## config.mk

```make
export PLATFORM = sky130hd
export DESIGN_NAME = text_buf_ctrl
export DESIGN_NICKNAME = d
export VERILOG_FILES = /design/src/rtl/text_buf_ctrl.sv
export SDC_FILE = /design/constraint.sdc
export NUM_CORES = 1
export LEC_CHECK = 0
export BUFFER_PORTS_ARGS = -buffer_cell sky130_fd_sc_hd__clkbuf_2
export CELL_PAD_IN_SITES_DETAIL_PLACEMENT = 0
export CELL_PAD_IN_SITES_GLOBAL_PLACEMENT = 1
export CORE_MARGIN = 2
export CORE_UTILIZATION = 41
export DETAILED_ROUTE_END_ITERATION = 12
export HOLD_SLACK_MARGIN = 0.1
export PLACE_DENSITY = 0.85
export SLEW_MARGIN = 20
export SYNTH_ARGS = -nofsm -noshare
export SYNTH_HDL_FRONTEND = slang
export SYNTH_SLANG_ARGS = --single-unit
export TNS_END_PERCENT = 20
```

## constraint.sdc

```tcl
create_clock -name clk -period 2.6 [get_ports clk]
set_input_delay 0.26 -clock clk [delete_from_list [all_inputs] [get_ports clk]]
set_output_delay 0.26 -clock clk [all_outputs]
set_load 0.02 [all_outputs]
```

## src/rtl/text_buf_ctrl.sv

```systemverilog
// Command-driven controller for the 80x30 character RAM: cursor tracking, single-cell edits,
// full-screen clear and one-line scroll that borrows the RAM read port during video blanking.
module text_buf_ctrl #(
  parameter int COLS   = 80,
  parameter int ROWS   = 30,
  parameter int ADDR_W = 12,
  parameter int DATA_W = 7
) (
  input  logic              clk,
  input  logic              reset_n,
  input  logic              cmd_valid,
  output logic              cmd_ready,
  input  logic [2:0]        cmd_op,
  input  logic [DATA_W-1:0] cmd_char,
  input  logic              video_on,
  input  logic [9:0]        pixel_x,
  input  logic [9:0]        pixel_y,
  output logic              ram_we,
  output logic [ADDR_W-1:0] ram_waddr,
  output logic [DATA_W-1:0] ram_wdata,
  output logic [ADDR_W-1:0] ram_raddr,
  input  logic [DATA_W-1:0] ram_rdata,
  output logic [6:0]        cursor_x,
  output logic [4:0]        cursor_y,
  output logic              busy
);

  typedef enum logic [1:0] {IDLE, SCROLL_CP, SCROLL_CLR, CLEAR} state_t;

  localparam logic [6:0] X_LAST  = 7'(COLS - 1);
  localparam logic [4:0] Y_LAST  = 5'(ROWS - 1);
  localparam logic [2:0] OP_PUT  = 3'd0;
  localparam logic [2:0] OP_CR   = 3'd1;
  localparam logic [2:0] OP_BS   = 3'd2;
  localparam logic [2:0] OP_CLR  = 3'd3;
  localparam logic [2:0] OP_HOME = 3'd4;

  state_t state, state_n;

  logic [6:0]        cx_n, ptr_x, px_n, rd_dx, dx_n;
  logic [4:0]        cy_n, ptr_y, py_n, rd_dy, dy_n;
  logic              we_n, rd_valid, rd_valid_n, rd_done, rd_done_n, rd_issue, newline;
  logic [ADDR_W-1:0] waddr_n;
  logic [DATA_W-1:0] wdata_n;
  logic              unused_pixel_bits;

  assign cmd_ready = (state == IDLE);
  assign busy      = (state != IDLE);

  // A scroll read is only launched while the display is blanked; otherwise VGA owns the port.
  assign rd_issue  = (state == SCROLL_CP) && !video_on && !rd_done;
  assign ram_raddr = rd_issue ? {ptr_y, ptr_x} : {pixel_y[8:4], pixel_x[9:3]};

  assign unused_pixel_bits = ^{pixel_x[2:0], pixel_y[9], pixel_y[3:0]};

  always_ff @(posedge clk or negedge reset_n) begin
    if (!reset_n) state <= IDLE;
    else          state <= state_n;
  end

  always_comb begin
    state_n    = state;
    cx_n       = cursor_x;
    cy_n       = cursor_y;
    we_n       = 1'b0;
    waddr_n    = ram_waddr;
    wdata_n    = ram_wdata;
    px_n       = ptr_x;
    py_n       = ptr_y;
    rd_valid_n = 1'b0;
    rd_done_n  = rd_done;
    dx_n       = rd_dx;
    dy_n       = rd_dy;
    newline    = 1'b0;
    case (state)
      IDLE: begin
        if (cmd_valid) begin
          case (cmd_op)
            OP_PUT: begin
              we_n    = 1'b1;
              waddr_n = {cursor_y, cursor_x};
              wdata_n = cmd_char;
              if (cursor_x == X_LAST) begin
                cx_n    = 7'd0;
                newline = 1'b1;
              end else begin
                cx_n = cursor_x + 7'd1;
              end
            end
            OP_CR: begin
              cx_n    = 7'd0;
              newline = 1'b1;
            end
            OP_BS: begin
              if (cursor_x != 7'd0) begin
                cx_n    = cursor_x - 7'd1;
                we_n    = 1'b1;
                waddr_n = {cursor_y, cursor_x - 7'd1};
                wdata_n = '0;
              end else if (cursor_y != 5'd0) begin
                cx_n    = X_LAST;
                cy_n    = cursor_y - 5'd1;
                we_n    = 1'b1;
                waddr_n = {cursor_y - 5'd1, X_LAST};
                wdata_n = '0;
              end
            end
            OP_CLR: begin
              state_n = CLEAR;
              px_n    = 7'd0;
              py_n    = 5'd0;
            end
            OP_HOME: begin
              cx_n = 7'd0;
              cy_n = 5'd0;
            end
            default: ;
          endcase
          // Newline on the bottom row keeps the cursor there and scrolls everything up.
          if (newline) begin
            if (cursor_y != Y_LAST) begin
              cy_n = cursor_y + 5'd1;
            end else begin
              state_n   = SCROLL_CP;
              px_n      = 7'd0;
              py_n      = 5'd1;
              rd_done_n = 1'b0;
            end
          end
        end
      end
      SCROLL_CP: begin
        if (rd_valid) begin
          we_n    = 1'b1;
          waddr_n = {rd_dy, rd_dx};
          wdata_n = ram_rdata;
        end
        if (rd_issue) begin
          rd_valid_n = 1'b1;
          dx_n       = ptr_x;
          dy_n       = ptr_y - 5'd1;
          if (ptr_x == X_LAST) begin
            px_n = 7'd0;
            if (ptr_y == Y_LAST) rd_done_n = 1'b1;
            else                 py_n = ptr_y + 5'd1;
          end else begin
            px_n = ptr_x + 7'd1;
          end
        end else if (rd_done && !rd_valid) begin
          state_n = SCROLL_CLR;
          px_n    = 7'd0;
        end
      end
      SCROLL_CLR: begin
        we_n    = 1'b1;
        waddr_n = {Y_LAST, ptr_x};
        wdata_n = '0;
        if (ptr_x == X_LAST) begin
          state_n = IDLE;
          cx_n    = 7'd0;
          cy_n    = Y_LAST;
        end else begin
          px_n = ptr_x + 7'd1;
        end
      end
      CLEAR: begin
        we_n    = 1'b1;
        waddr_n = {ptr_y, ptr_x};
        wdata_n = '0;
        if (ptr_x == X_LAST) begin
          px_n = 7'd0;
          if (ptr_y == Y_LAST) begin
            state_n = IDLE;
            cx_n    = 7'd0;
            cy_n    = 5'd0;
          end else begin
            py_n = ptr_y + 5'd1;
          end
        end else begin
          px_n = ptr_x + 7'd1;
        end
      end
      default: state_n = IDLE;
    endcase
  end

  always_ff @(posedge clk or negedge reset_n) begin
    if (!reset_n) begin
      cursor_x  <= 7'd0;
      cursor_y  <= 5'd0;
      ram_we    <= 1'b0;
      ram_waddr <= '0;
      ram_wdata <= '0;
      ptr_x     <= 7'd0;
      ptr_y     <= 5'd0;
      rd_valid  <= 1'b0;
      rd_done   <= 1'b0;
      rd_dx     <= 7'd0;
      rd_dy     <= 5'd0;
    end else begin
      cursor_x  <= cx_n;
      cursor_y  <= cy_n;
      ram_we    <= we_n;
      ram_waddr <= waddr_n;
      ram_wdata <= wdata_n;
      ptr_x     <= px_n;
      ptr_y     <= py_n;
      rd_valid  <= rd_valid_n;
      rd_done   <= rd_done_n;
      rd_dx     <= dx_n;
      rd_dy     <= dy_n;
    end
  end

endmodule

```

==> impl_results.md <==
- Status: completed
- Area of the mapped netlist: 4040 µm²
- Actual slew at the worst max-slew pin: a little under 0.9 ns
- Via count: 3971
- Layer with the highest usage: met2
- Pre-CTS setup slack: around 0.24 ns
- Die H: 103 µm
- Critical Path RT: between 2 and 3 ns
- CTS tree: done
- PwrDens: approximately 400 nW/µm²
- Drt first pass iters: 5
- DRT antenna net count: 0
- Largest net degree at the start of global routing: 35
- Cell depth of the worst min-delay path: 3
- DRT iter0 DRCs: approximately 130
- Max Root-Sink Buffers: 2
- Initial Util: 41.8%
- Met1 global-route usage: approximately 30%
- CTS buffer count: 9
- Max Fanout on Critical Path: 7
- Vias in the first global route: about 3800
- Leak: about 2.2 nW
- Clock sink count: 60
- Final HPWL DP: ~8500 µm
- Commonest non-fill, non-tap cells in the layout: clkbuf_2, nand2_1, dfrtp_1, o21ai_0, nor2_1
- End of the worst register-to-register path: cursor_y[3]
- Area Overhead vs Synth: 19.1%
- PortBufs: 78
- Hold Path End: ram_wdata[3]
- Net Count, Synth: roughly 530
- Worst path slowest cell: or4_4
- Post-synth EDFFs: 0
- Crit path kind: flip-flop to flip-flop
- Post_cts resized: 0
- GR Util met3: roughly 4.4%
- Initial antenna violation count: 0
- Clock-pin slew on the worst setup and hold paths: around 0.080 ns
- Die Wd: just over 100 µm
- Met2 Use GR: 39.0%
- Cells after Synth: 477
- Final setup TNS: 0 ns
- CORE AREA: slightly below 10000 µm²
- Layout cells sized above 1: 24.6%
- Endpoint type of the worst setup path: flip-flop
- RSZ-0062 raised after global routing: false
- Total Wirelength: roughly 12000 µm
- Total GRT Usage: between 20% and 30%
- # DRC: 0
- # rows: 36
- Final Power: approximately 2.0 mW
- Cell chain of the critical path: inv_1 > ha_1 > or3b_4 > or4_4 > nor4_2 > nor3_1 > a221oi_2
- Final #Nets: just over 600
- Arrival time worst endpoint: 2.64 ns
- Cells on worst reg2reg path: 7
- Seq/Total Area, Yosys: 37.1%
- Post-Syn Area per Cell: 8.48 µm²
- Root Buffer: clkbuf_8
- PnR worst setup slack: about 0.22 ns
- Endpoints failing setup: 0
- Worst Hold Class: primary input to flip-flop
- Worst Hold Launch: ram_rdata[3]
- H-tree levels: 3
- First-pass GRT wire length: about 19000 µm
- Most used DFF post-synth: dfrtp_1
- Fraction of registers with async set/reset: 100%
- Crit path time final: roughly 2.4 ns
- GPL Wtd Cong: 0.878
- Worst hold margin: around 0.17 ns
- Max_slew headroom: 41.1%
- FF+latch count, synth: 60
- Routed vias/inst: around 5.7
- Insertion delay to the later sink of the worst-skew pair: 0.35 ns
- Final hold violation count: 0
- Clk_skew: ~0.008 ns
- Fin. max-slew vios: 0
- Ys Warns: 0
- Final period util: between 90% and 100%
- Fill cell count: a little under 1000
- Reg2Reg Setup Slack: around 0.22 ns
- Element type at the critical path start: flip-flop
- Diode count: 0
- Largest stage delay, worst path: 0.59 ns
- Max Fclk: between 0.4 and 0.5 GHz
- Synth unique cells: between 70 and 80
- Max-Cap Viols: 0
- IO Count: 87
- Total grt overflow: 0
- Post-DR wirelength/cell: roughly 17 µm
- Peak VDD IR: roughly 0.0002 V
- Die area: between 10000 and 15000 µm²
- R2R Path Start: cursor_x[1]
- Final Util: between 40% and 50%
- Most common cell after layout, fill and taps aside: clkbuf_2
through the flow:
stage	instances	instance area [µm²]
after floorplan	477	4040
after global placement	678	4600
after detailed placement	678	4600
after CTS	694	4820
after global routing	694	4820
final	694	4820
cells by family after synthesis:
| kind of cell | after synthesis | share of synthesized area, % |
|---|---|---|
| AO/OA/AOI/OAI | 140 | 23.3 |
| XOR/XNOR | 14 | 3.03 |
| adder cells (fa/ha/maj) | 9 | 2.78 |
| buffers and inverters | 54 | 6.53 |
| flip-flops | 60 | 37.1 |
| multiplexers | 8 | 2.04 |
| AND/OR/NAND/NOR | 192 | 25.2 |
final cells by class:
type	count	area, µm²	area share (%)
Multi-Input combinational cell	363	2280	47.3
Clock inverter	3	45.0	0.935
Tap cell	133	166	3.45
Inverter	19	72.6	1.51
Clock buffer	12	165	3.43
Sequential cell	60	1500	31.2
Timing Repair Buffer	104	588	12.2
what timing repair did:
| item | CTS | global route |
|---|---|---|
| buffers inserted | 0 | 0 |
| endpoints found under the hold margin | 32 | 0 |
| hold buffers | 1 | 0 |
| endpoints found under the setup margin | 0 | 0 |
state kept, by name, summed over array words and instances, names as in the netlist:
| name | flops |
|---|---|
| cursor_x | 7 |
| cursor_y | 5 |
| ptr_x | 7 |
| ptr_y | 5 |
| ram_waddr | 12 |
| ram_wdata | 7 |
| ram_we | 1 |
| rd_done | 1 |
| rd_dx | 7 |
| rd_dy | 5 |
| rd_valid | 1 |
| state | 2 |
worst max-delay path, delay by kind of cell, from the launching register on:
family | cells | cell delay (ns)
buf+inv | 1 | 0.09
compound gates | 1 | 0.28
fa+ha+maj | 1 | 0.22
simple gates | 4 | 1.25
flops | 1 | 0.45
per-layer routing:
metal	routed length, µm	vias up
li1	-	1897
met1	5310	1926
met2	5680	135
met3	743	13
met4	117	0
met5	0	-
synthesized netlist by cell type, drive strengths merged, types with 4 or more instances:
library cell,instances,area share [%]
a21o,5,0.93
a21oi,24,3.0
a221oi,13,3.1
a31oi,6,0.93
and3,11,1.7
buf,23,3.6
clkbuf,12,1.1
dfrtp,60,37
ha,9,2.8
inv,18,1.7
mux2i,6,1.5
nand2,68,6.3
nand2b,5,0.77
nand3,16,2.0
nand4,9,1.4
nor2,36,3.5
nor2b,4,0.62
nor3,11,2.2
nor3b,9,1.8
o21ai,44,5.4
o22ai,4,0.62
o31ai,10,1.9
or3,4,0.62
xnor2,11,2.4
worst max path at each step:
stage | start | end
global route | cursor_x[1] | cursor_y[3]
floorplan | cursor_x[0] | cursor_y[3]
CTS | cursor_x[1] | cursor_y[3]
detailed placement | cursor_x[1] | cursor_y[3]
finish | cursor_x[1] | cursor_y[3]
global placement | cursor_x[1] | cursor_y[3]
power breakdown:
| group | internal (mW) | leakage [nW] | switching, mW |
|---|---|---|---|
| Clock | 0.516 | 0.101 | 0.401 |
| Combinational | 0.0462 | 1.35 | 0.0814 |
| Sequential | 0.933 | 0.762 | 0 |
| Total | 1.50 | 2.21 | 0.482 |
(Power assumes the default switching activity.)
